## config.mk

```make
export PLATFORM = sky130hd
export DESIGN_NAME = uart_tx_serializer
export DESIGN_NICKNAME = d
export VERILOG_FILES = /design/src/rtl/uart_tx_pkg.sv /design/src/rtl/uart_tx_bit_timer.sv /design/src/rtl/uart_tx_serializer.sv
export SDC_FILE = /design/constraint.sdc
export NUM_CORES = 1
export LEC_CHECK = 0
export BUFFER_PORTS_ARGS = -buffer_cell sky130_fd_sc_hd__buf_2
export CAP_MARGIN = 20
export CORE_MARGIN = 4
export CORE_UTILIZATION = 51
export CTS_CLUSTER_SIZE = 24
export DETAILED_ROUTE_END_ITERATION = 7
export GPL_TIMING_DRIVEN = 1
export HOLD_SLACK_MARGIN = 0.05
export PLACE_DENSITY = 0.85
export SYNTH_ARGS = -nofsm -noshare
export SYNTH_HDL_FRONTEND = slang
export SYNTH_HIERARCHICAL = 1
export SYNTH_SLANG_ARGS = --single-unit
```

## constraint.sdc

```tcl
create_clock -name CLK -period 2.5 [get_ports CLK]
set_input_delay 0 -clock CLK [delete_from_list [all_inputs] [get_ports CLK]]
set_output_delay 0 -clock CLK [all_outputs]
set_load 0.05 [all_outputs]
```

## src/rtl/uart_tx_pkg.sv

```systemverilog
// Shared types and line levels for the UART transmit serializer.
package uart_tx_pkg;

  typedef enum logic [2:0] {
    IDLE   = 3'd0,
    START  = 3'd1,
    DATA   = 3'd2,
    PARITY = 3'd3,
    STOP   = 3'd4
  } tx_state_e;

  localparam logic PAR_EVEN    = 1'b0;
  localparam logic PAR_ODD     = 1'b1;
  localparam logic IDLE_LEVEL  = 1'b1;
  localparam logic START_LEVEL = 1'b0;

  // Parity bit from the XOR-reduction of the payload and the parity type.
  function automatic logic parity_bit(input logic red_xor, input logic typ);
    logic r;
    case (typ)
      PAR_EVEN: r = red_xor;
      PAR_ODD:  r = ~red_xor;
      default:  r = red_xor;
    endcase
    return r;
  endfunction

endpackage

```

## src/rtl/uart_tx_bit_timer.sv

```systemverilog
// Bit-period timer: counts 0..period-1 in every non-idle state and
// tracks which payload bit is on the line during the DATA state.
module uart_tx_bit_timer
  import uart_tx_pkg::*;
#(
  parameter  int DATA_WIDTH = 8,
  parameter  int PRESCALE_W = 6,
  localparam int IDX_W      = (DATA_WIDTH > 1) ? $clog2(DATA_WIDTH) : 1
) (
  input  logic                  clk,
  input  logic                  rst,
  input  logic                  clear,      // frame accepted: restart both counters
  input  logic                  run,        // FSM is outside IDLE
  input  logic                  in_data,    // FSM is in DATA
  input  logic [PRESCALE_W-1:0] period,     // already clamped to >= 1
  output logic                  bit_tick,
  output logic                  last_data_bit,
  output logic [IDX_W-1:0]      bit_idx
);

  logic [PRESCALE_W-1:0] cnt_q, cnt_d;
  logic [IDX_W-1:0]      idx_q, idx_d;

  assign bit_tick      = run && (cnt_q == (period - 1'b1));
  assign last_data_bit = (idx_q == IDX_W'(DATA_WIDTH - 1));
  assign bit_idx       = idx_q;

  // Next-count logic: wrap the cycle counter on each tick, step the bit index in DATA.
  always_comb begin
    cnt_d = cnt_q;
    idx_d = idx_q;
    if (clear) begin
      cnt_d = '0;
      idx_d = '0;
    end else if (run) begin
      if (bit_tick) begin
        cnt_d = '0;
        if (in_data) idx_d = last_data_bit ? '0 : idx_q + 1'b1;
      end else begin
        cnt_d = cnt_q + 1'b1;
      end
    end
  end

  // Counter registers.
  always_ff @(posedge clk) begin
    if (rst) begin
      cnt_q <= '0;
      idx_q <= '0;
    end else begin
      cnt_q <= cnt_d;
      idx_q <= idx_d;
    end
  end

endmodule

```

## src/rtl/uart_tx_serializer.sv

```systemverilog
// UART transmit serializer: start, LSB-first data, optional parity, stop.
// Optional error injection (INJ_PAR_ERR / INJ_STP_ERR ports) is enabled by
// defining UART_TX_ERR_INJ_EN.
module uart_tx_serializer
  import uart_tx_pkg::*;
#(
  parameter int DATA_WIDTH = 8,
  parameter int PRESCALE_W = 6
) (
  input  logic                  CLK,
  input  logic                  RST,
  input  logic [DATA_WIDTH-1:0] P_DATA,
  input  logic                  DATA_VALID,
  input  logic                  PAR_EN,
  input  logic                  PAR_TYP,
  input  logic [PRESCALE_W-1:0] PRESCALE,
`ifdef UART_TX_ERR_INJ_EN
  input  logic                  INJ_PAR_ERR,
  input  logic                  INJ_STP_ERR,
`endif
  output logic                  TX_OUT,
  output logic                  BUSY,
  output logic                  TX_DONE
);

  localparam int IDX_W = (DATA_WIDTH > 1) ? $clog2(DATA_WIDTH) : 1;

  tx_state_e             state_q, state_d;
  logic [DATA_WIDTH-1:0] data_q, data_d;
  logic                  par_en_q, par_en_d;
  logic                  par_typ_q, par_typ_d;
  logic [PRESCALE_W-1:0] period_q, period_d;
  logic                  tx_q, tx_d;
  logic                  busy_q, busy_d;
  logic                  done_q, done_d;
  logic                  inj_par_q, inj_par_d;
  logic                  inj_stp_q, inj_stp_d;
  logic                  inj_par_in, inj_stp_in;

  logic                  accept;
  logic                  bit_tick, last_data_bit;
  logic [IDX_W-1:0]      bit_idx, nxt_idx;
  logic                  par_lvl, stop_lvl;

`ifdef UART_TX_ERR_INJ_EN
  assign inj_par_in = INJ_PAR_ERR;
  assign inj_stp_in = INJ_STP_ERR;
`else
  assign inj_par_in = 1'b0;
  assign inj_stp_in = 1'b0;
`endif

  // Line levels come only from captured state, never from live inputs.
  assign nxt_idx  = bit_idx + 1'b1;
  assign par_lvl  = parity_bit(^data_q, par_typ_q) ^ inj_par_q;
  assign stop_lvl = IDLE_LEVEL ^ inj_stp_q;

  uart_tx_bit_timer #(
    .DATA_WIDTH (DATA_WIDTH),
    .PRESCALE_W (PRESCALE_W)
  ) u_timer (
    .clk           (CLK),
    .rst           (RST),
    .clear         (accept),
    .run           (state_q != IDLE),
    .in_data       (state_q == DATA),
    .period        (period_q),
    .bit_tick      (bit_tick),
    .last_data_bit (last_data_bit),
    .bit_idx       (bit_idx)
  );

  // FSM next state, capture and registered line level (value for the next cycle).
  always_comb begin
    state_d   = state_q;
    data_d    = data_q;
    par_en_d  = par_en_q;
    par_typ_d = par_typ_q;
    period_d  = period_q;
    inj_par_d = inj_par_q;
    inj_stp_d = inj_stp_q;
    tx_d      = tx_q;
    done_d    = 1'b0;
    accept    = 1'b0;
    case (state_q)
      IDLE: begin
        tx_d = IDLE_LEVEL;
        if (DATA_VALID && !busy_q) begin
          accept    = 1'b1;
          data_d    = P_DATA;
          par_en_d  = PAR_EN;
          par_typ_d = PAR_TYP;
          period_d  = (PRESCALE == '0) ? PRESCALE_W'(1) : PRESCALE;
          inj_par_d = inj_par_in;
          inj_stp_d = inj_stp_in;
          state_d   = START;
          tx_d      = START_LEVEL;
        end
      end
      START: if (bit_tick) begin
        state_d = DATA;
        tx_d    = data_q[0];
      end
      DATA: if (bit_tick) begin
        if (!last_data_bit) begin
          tx_d = data_q[nxt_idx];
        end else if (par_en_q) begin
          state_d = PARITY;
          tx_d    = par_lvl;
        end else begin
          state_d = STOP;
          tx_d    = stop_lvl;
        end
      end
      PARITY: if (bit_tick) begin
        state_d = STOP;
        tx_d    = stop_lvl;
      end
      STOP: if (bit_tick) begin
        state_d = IDLE;
        tx_d    = IDLE_LEVEL;
        done_d  = 1'b1;
      end
      default: begin
        state_d = IDLE;
        tx_d    = IDLE_LEVEL;
      end
    endcase
    busy_d = (state_d != IDLE);
  end

  // State and output registers; reset abandons any frame without TX_DONE.
  always_ff @(posedge CLK) begin
    if (RST) begin
      state_q   <= IDLE;
      data_q    <= '0;
      par_en_q  <= 1'b0;
      par_typ_q <= 1'b0;
      period_q  <= PRESCALE_W'(1);
      inj_par_q <= 1'b0;
      inj_stp_q <= 1'b0;
      tx_q      <= IDLE_LEVEL;
      busy_q    <= 1'b0;
      done_q    <= 1'b0;
    end else begin
      state_q   <= state_d;
      data_q    <= data_d;
      par_en_q  <= par_en_d;
      par_typ_q <= par_typ_d;
      period_q  <= period_d;
      inj_par_q <= inj_par_d;
      inj_stp_q <= inj_stp_d;
      tx_q      <= tx_d;
      busy_q    <= busy_d;
      done_q    <= done_d;
    end
  end

  assign TX_OUT  = tx_q;
  assign BUSY    = busy_q;
  assign TX_DONE = done_q;

endmodule

```

# --- After elaboration in Yosys (flattened, before gate mapping) ---
# Index checks and enable logic that the tools add are counted.
classes:
  magnitude_cmp: 1
  reduce_logical: 14
  n_eq_ne: 10
  add_sub_neg: 3
  bitwise_logic: 3
  n_mux: 24
ops:
  columns: ["cell", "count"]
  rows:
  - ["$mux 3", 8]
  - ["$pmux 3 s5", 1]
  - ["$mux 6", 2]
  - ["$mux 1", 10]
  - ["$ne 2x2->1 const B", 4]
  - ["$reduce_xor 8->1", 1]
  - ["$add 6x1->6 const B", 1]
  - ["$eq 3x2->1 const B", 2]
  - ["$eq 3x3->1 const B", 2]
  - ["$eq 6x6->1", 1]
  - ["$logic_not 6->1", 1]
  - ["$reduce_bool 3->1", 2]
  - ["$reduce_or 2->1", 3]
  - ["$sub 6x1->6 const B", 1]
  - ["$lt 3x4->1 const B", 1]
  - ["$pmux 1 s4", 1]
  - ["$reduce_and 4->1", 1]
  - ["$add 3x1->3 const B", 1]
  - ["$bmux 1 s3", 1]
  - ["$eq 3x1->1 const B", 1]
  - ["$logic_not 3->1", 1]
  - ["$not 1->1", 3]
  - ["$reduce_and 3->1", 1]
  - ["$logic_and 1x1->1", 2]
  - ["other kinds (3)", 3]
word_totals:
  output_inout_bits: 3
  reg_bits: 31

# --- Longest topological paths before layout ---
# Gate-level depths: netlist (run 1).
depth:
  word_depth: 7
  ltp_mapped: 11
  ltp_nobuf: 10

# --- Modules after synthesis ---
# The synthesis (run 1) kept the hierarchy.
modules_own_cells:
  columns: ["mod", "area_per_inst_um2", "n_inst", "cells_each"]
  rows:
  - ["uart_tx_serializer", 1093.5, 1, 126]
  - ["uart_tx_bit_timer", 600.6, 1, 72]

# --- Worst setup path before layout (run 1) ---
# OpenSTA, ideal clock, no wires.
synth_timing:
  kind: "flip-flop to flip-flop"
  start: "register period_q[2]"
  end: "register busy_q (netlist: BUSY)"
  arrival_ns: 2.577
  t_required_ns: 2.380
  path_stages_with_launch: 9
  slack_ns: -0.197
  n_path_buf: 1
  setup_time_ns: 0.120
  path_cell_list: "dfxtp_1 or4_1 or3_4 a211o_1 nor2_1 clkbuf_1 o21ai_0 a21o_1 a211o_1"
synth_via:
  elab_chain_len: 6
  word_cells_on_any_way: 9
  cone_classes: "1 x add/sub; 1 x eq/ne; 5 x mux; 2 x reduce/logical"
synth_rtl:
  columns: ["element", "line", "source"]
  rows:
  - ["from (decl)", "uart_tx_serializer.sv:32", "logic [PRESCALE_W-1:0] period_q, period_d;"]
  - ["from (signal assigned)", "uart_tx_serializer.sv:150", "period_q <= period_d;"]
  - ["$sub 6x1->6 (*)", "uart_tx_bit_timer.sv:24", "assign bit_tick = run && (cnt_q == (period - 1'b1));"]
  - ["$eq 6x6->1 (*)", "uart_tx_bit_timer.sv:24", null]
  - ["$logic_and 1x1->1 (*)", "uart_tx_bit_timer.sv:24", null]
  - ["via bit_tick", "uart_tx_serializer.sv:41", "logic bit_tick, last_data_bit;"]
  - ["$mux 3 (on tied branches)", null, null]
  - ["$pmux 3 s5 (*)", "uart_tx_serializer.sv:85", "case (state_q)"]
  - ["$reduce_bool 3->1 (*)", "uart_tx_serializer.sv:129", "busy_d = (state_d != IDLE);"]
  - ["to (signal assigned)", "uart_tx_serializer.sv:154", "busy_q <= busy_d;"]
  - ["to (decl)", "uart_tx_serializer.sv:34", "logic busy_q, busy_d;"]
# Mark *: on every way through the listed nets, which the timed path passes. The rest lies on a longest branch.
# A chain may end at the register's enable or synchronous reset.

# --- Final worst setup path (run 1) ---
# Ends and elaborated chain as after synthesis.

==> impl_metrics.tcl, run 1 <==
set metrics [dict create \
    worst_path_max_delay_cell "or4_4" \
    area_delta_synth_final_pct 25.5 \
    avgSynthCellArea_um2 8.56 \
    io_pins 22 \
    sw_frac_of_total 0.347 \
    critical_path.cell_chain "or4_4 -> or3_4 -> a211o_1 -> nor2_4 -> buf_6 -> o21ai_0 -> a21o_1 -> a211o_1" \
    antennaDiodeCount 0 \
    core_um2 3100 \
    ys_warn_count 6 \
    drt-total-wl_mm 3.80 \
    end_kind "flop" \
    synth_edf_count 0 \
    routabilityCongestion 0.873 \
    grt_usage 0.191 \
    die_h_um 65.6 \
    die_x_um 65.6 \
    p_sw_uw 469 \
    finalHoldViolations 0 \
    wl_per_cell_um 13.3 \
    cts_tree "done" \
    crit_fanout 7 \
    synth-async-reset-ratio 0 \
    place_inst 258 \
    drc_errors 0 \
    port_buffers 21 \
    cts_buffer_depth 2 \
    worst_path_most_repeated_cell "a211o_1" \
    grt_max_degree 23 \
    synth-seq-cells 31 \
    path_class "reg2reg" \
    dpl.hpwl_mm 2.52 \
    grt_pass1_wl_mm 6.47 \
    critical_path.top_delay_family "simple AND/OR/NAND/NOR gates" \
    clock_sinks 31 \
    dr.pass1.iters 4 \
    p_leak_nw 0.845 \
    dpl_cell_area_um2 1850 \
    die_area_um2 4310 \
    ant_nets 0 \
    cts_buffers 5 \
    critPathRequiredTime_ps 2730 \
    relSlewSlack 0.633 \
    layout_commonest_cell "nand2_1" \
    crit_arrival_ps 2650 \
    fmax_mhz 413 \
    hold_class "in2reg" \
    drtIter0Drc 99 \
    cp_num_buf_inv 1 \
    drive_gt1_frac 0.227 \
    overflow 0 \
    power_frac_comb 0.356 \
    synth_seq_area_share 0.366 \
    slew_viol_final 0 \
    final_util 0.685 \
    antenna_found_initial 0 \
    fillCellCount 270 \
    vias 1541 \
    critPathLaunchType "flop" \
    path_clk_slew_ps 100 \
    pwr-share-clk 0.202 \
    rows 20 \
    num-nets-final 265 \
    h-tree-depth 2 \
    setup_viol 0 \
    syn_nets 222 \
    rsz0062_at_grt "yes" \
    maxCapViolCount 0 \
    root_buffer "clkbuf_4" \
    yosysUniqueCellTypes 44 \
    finClkSkew_ps 13.3 \
    layout_common_cells "nand2_1 (35), dfxtp_1 (28), buf_2 (21)" \
    yosys_most_used_dff "dfxtp_1" \
    powerDensity_nw_per_um2 636 \
    tightest_slew_ps 550 \
    netlist_area_um2 1690 \
    netlist_instances 198 \
    routed_via_density 5.39 \
    initial_core_util 0.546 \
    period_share 0.969 \
    outcome "finished, final reports clean" \
    max_stage_delay_ps 520 \
    design_area_um2 2130 \
    timing.hold.ws_ps 111 \
    vdd_drop_max_uv 419 \
    clock_latency_ps 330 \
    p_seq_frac 0.442 \
    power_mw 1.35 \
    p_int_uw 883 \
    layoutNonFillerInstCount 286 \
    grt_pass1_vias 1478 \
    fin_crit_ps 2420 \
]
## stage by stage
step           setup TNS, ps  setup WS, ps
6_report                   0          78.7
5_1_grt                -73.6         -42.8
4_1_cts                    0          6.23
3_5_place_dp               0          14.1
3_3_place_gp               0          99.0
2_1_floorplan              0          18.6
## metal layers
metal,GRT usage,vias to the layer above,wire (um)
met2,0.330,34,1850
met5,0,-,0
met3,0.0359,6,125
met4,0.0622,0,55
li1,-,792,-
met1,0.237,709,1770
## layout make-up
cell class	instances	area (um^2)	area share
sequential	31	627	0.295
tap	44	55.1	0.0259
inverter	4	20.0	0.00942
clock inverter	1	5.00	0.00235
timing repair buffer	46	337	0.158
clock buffer	7	45.0	0.0212
multi-input combinational	153	1040	0.488
## power by group through the flow
stage               sequential, mW  combinational, mW  clock [mW]
CTS                          0.595              0.436       0.281
global route                 0.607              0.525       0.304
finish                       0.597              0.482       0.273
detailed placement           0.606              0.414           0
global placement             0.602              0.411           0
floorplan                    0.621              0.320           0
## worst reg2reg max path, stage by stage (launching register included)
cell and delay, ps:
dfxtp_2 330, or4_4 520, or3_4 350, a211o_1 300, nor2_4 210, buf_6 130, o21ai_0 70, a21o_1 190
a211o_1 240
## logic make-up (layout without fill, tap and decap cells)
kind of cell | after synthesis | after routing | share of synthesized area
buffers and inverters | 14 | 58 | 0.0436
AND/OR/NAND/NOR | 83 | 83 | 0.252
multiplexers | 4 | 4 | 0.0399
XOR/XNOR | 16 | 16 | 0.0990
adder cells (fa/ha/maj) | 5 | 5 | 0.0369
AO/OA/AOI/OAI | 45 | 45 | 0.162
flip-flops | 31 | 31 | 0.366
## final timing paths
path,start,to,slack (ps),depth (start not counted)
min,RST,period_q[5],110,2
min reg2reg,data_q[6],data_q[6],480,2
max reg2reg,period_q[2],BUSY,80,8
max,period_q[2],BUSY,80,8
## Yosys cell counts (all sizes together) (4+ instances only)
master	number	share of area
a211o	4	0.021
xor2	6	0.031
ha	5	0.037
dfxtp	31	0.37
nor3	6	0.018
or3	4	0.021
xnor2	8	0.041
nand3	5	0.015
a21oi	20	0.061
nor2	11	0.024
nand2	35	0.078
o21ai	10	0.030
clkbuf	7	0.016
## registers in the layout, indices dropped and copies added, names as in the netlist
signal,count
BUSY,1
TX_DONE,1
TX_OUT,1
data_q,8
par_en_q,1
par_typ_q,1
period_q,6
state_q,3
u_timer/bit_idx,3
u_timer/cnt_q,6
## timing repair
action	CTS	global route
hold buffers	16	0
pin swaps	0	5
endpoints found under the setup margin	1	2
endpoints found under the hold margin	16	0
gates cloned	0	0
buffers inserted	0	4
resized for setup	1	10
Power figures use the tool's default switching activity.
==> run 2, diff against run 1 <==
--- a/config.mk
+++ b/config.mk
@@ -11,7 +11,7 @@
 export CORE_UTILIZATION = 51
 export CTS_CLUSTER_SIZE = 24
 export DETAILED_ROUTE_END_ITERATION = 7
-export GPL_TIMING_DRIVEN = 1
+export GPL_TIMING_DRIVEN = 0
 export HOLD_SLACK_MARGIN = 0.05
 export PLACE_DENSITY = 0.85
 export SYNTH_ARGS = -nofsm -noshare
==> constraint.sdc (replaced) <==
create_clock -name CLK -period 2.5 [get_ports CLK]
set_input_delay 0.625 -clock CLK [delete_from_list [all_inputs] [get_ports CLK]]
set_output_delay 0.625 -clock CLK [all_outputs]
set_load 0.05 [all_outputs]
==> run 2 against run 1 <==
  * Sequential cell count is the same
  * Worst setup slack lost 17 ps
  * Critical path depth is the same
  * Critical path type unchanged
  * Core utilization decreased by 4.2 points
  * Via count down 4.6%
  * First-iteration DRC count fell by 48%
  * Largest power group unchanged
  * Design area shrank 6.1%
  * Sequential share of layout area up 2.0 points
==> impl_metrics.tcl, run 2 (synthesis gave the netlist of run 1 again) <==
set metrics [dict create \
    setup_viol 0 \
    layout_common_cells "nand2_1 (35), dfxtp_1 (29), buf_2 (22)" \
    grt_pass1_wl_mm 5.77 \
    clock_sinks 31 \
    tightest_slew_ps 481 \
    design_area_um2 2000 \
    final_util 0.644 \
    cts_buffers 5 \
    overflow 0 \
    r2r_cells 8 \
    vias 1470 \
    path_clk_slew_ps 100 \
    finalHoldViolations 0 \
    clock_latency_ps 350 \
    drtIter0Drc 51 \
    powerDensity_nw_per_um2 681 \
    antenna_found_initial 0 \
    dpl.hpwl_mm 2.48 \
    antennaDiodeCount 0 \
    largest_reg_flops 8 \
    root_buffer "clkbuf_4" \
    rsz0062_at_grt "yes" \
    multi_input_area_um2 1030 \
    grt_usage 0.175 \
    layout_commonest_cell "nand2_1" \
    path_class "reg2reg" \
    slew_viol_final 0 \
    wl_per_cell_um 12.2 \
    dpl_cell_area_um2 1870 \
    drive_gt1_frac 0.234 \
    crit_end "BUSY" \
    power_mw 1.36 \
    grt_pass1_vias 1301 \
    reg.largest.list "data_q x8, period_q x6, u_timer/cnt_q x6" \
    crit_fanout 8 \
    reg2reg_from "period_q[2]" \
    vdd_drop_max_uv 409 \
    maxCapViolCount 0 \
    dr.pass1.iters 4 \
    period_share 0.975 \
    die_x_um 65.6 \
    cts_buffer_depth 2 \
    r2r_slack_ps 60 \
    relSlewSlack 0.679 \
    crit_arrival_ps 2680 \
    cts_tree "done" \
    crit_start "period_q[2]" \
    io_pins 22 \
    r2r_end "BUSY" \
    critPathLaunchType "flop" \
    die_area_um2 4310 \
    grt_max_degree 12 \
    outcome "finished, final reports clean" \
    regMostFlops "data_q" \
    ant_nets 0 \
    p_leak_nw 0.779 \
    critPathRequiredTime_ps 2740 \
    setup_ws_ps 61.9 \
    routed_via_density 5.35 \
    seq_area_um2 628 \
    initial_core_util 0.546 \
    holdBufCountCts 0 \
    finClkSkew_ps 10.2 \
    routabilityCongestion 0.814 \
    post-place-ws_ps -194 \
    num-nets-final 254 \
    fillCellCount 280 \
    die_h_um 65.6 \
    rows 20 \
    core_um2 3100 \
    fin_crit_ps 2440 \
    fmax_mhz 410 \
    h-tree-depth 2 \
    hold_class "reg2reg" \
    port_buffers 21 \
    drt-total-wl_mm 3.37 \
    area_delta_synth_final_pct 17.9 \
    drc_errors 0 \
    end_kind "flop" \
]
==> run 2: where the power goes <==
| part | switching [mW] | internal [mW] | leakage, nW | total, mW |
|---|---|---|---|---|
| clock | 0.186 | 0.107 | 0.0272 | 0.293 |
| combinational | 0.246 | 0.222 | 0.499 | 0.468 |
| sequential | 0.0526 | 0.546 | 0.254 | 0.599 |
==> run 2: worst max-delay path: stages (launching register included) <==
cell and delay (ps):
dfxtp_4 350, or4_4 530, or3_4 350, a211o_1 330
nor2_4 120, buf_8 130, o21ai_1 60, a21o_1 200
a211o_1 280
==> run 2: worst min path at each step <==
stage	start	to	slack, ps	depth (start not counted)
finish	par_en_q	par_en_q	480	2
global route	P_DATA[7]	data_q[7]	480	3
CTS	par_typ_q	par_typ_q	480	2
detailed placement	par_typ_q	par_typ_q	470	2
global placement	par_typ_q	par_typ_q	460	2
floorplan	data_q[6]	data_q[6]	450	2
==> run 2: metrics by stage <==
step | setup TNS, ps | hold slack [ps] | std cells
after global routing | -87.2 | 480 | 275
after global placement | -233 | 458 | 263
after floorplan | 0 | 447 | 198
after detailed placement | -359 | 465 | 263
after CTS | -3.50 | 481 | 274
final | 0 | 480 | 275
==> run 2: cell type report <==
type                            instances  share of cell area
Inverter                                4              0.0100
Clock buffer                            5              0.0188
Multi-Input combinational cell        153               0.517
Timing Repair Buffer                   25              0.0695
Tap cell                               44              0.0276
Clock inverter                          3              0.0100
Buffer                                 10              0.0326
Sequential cell                        31               0.315
==> run 2: what timing repair did <==
| item | in CTS | in global routing |
|---|---|---|
| resized for setup | 6 | 6 |
| setup endpoints to repair | 3 | 2 |
| gates cloned | 0 | 0 |
| pin swaps | 4 | 4 |
| buffers inserted | 3 | 1 |
==> run 2: metal layers <==
layer,track usage,part of all wire,vias up
li1,-,-,767
met2,0.274,0.45,25
met5,0,0,-
met1,0.220,0.49,674
met3,0.0667,0.052,4
met4,0.0570,0.013,0
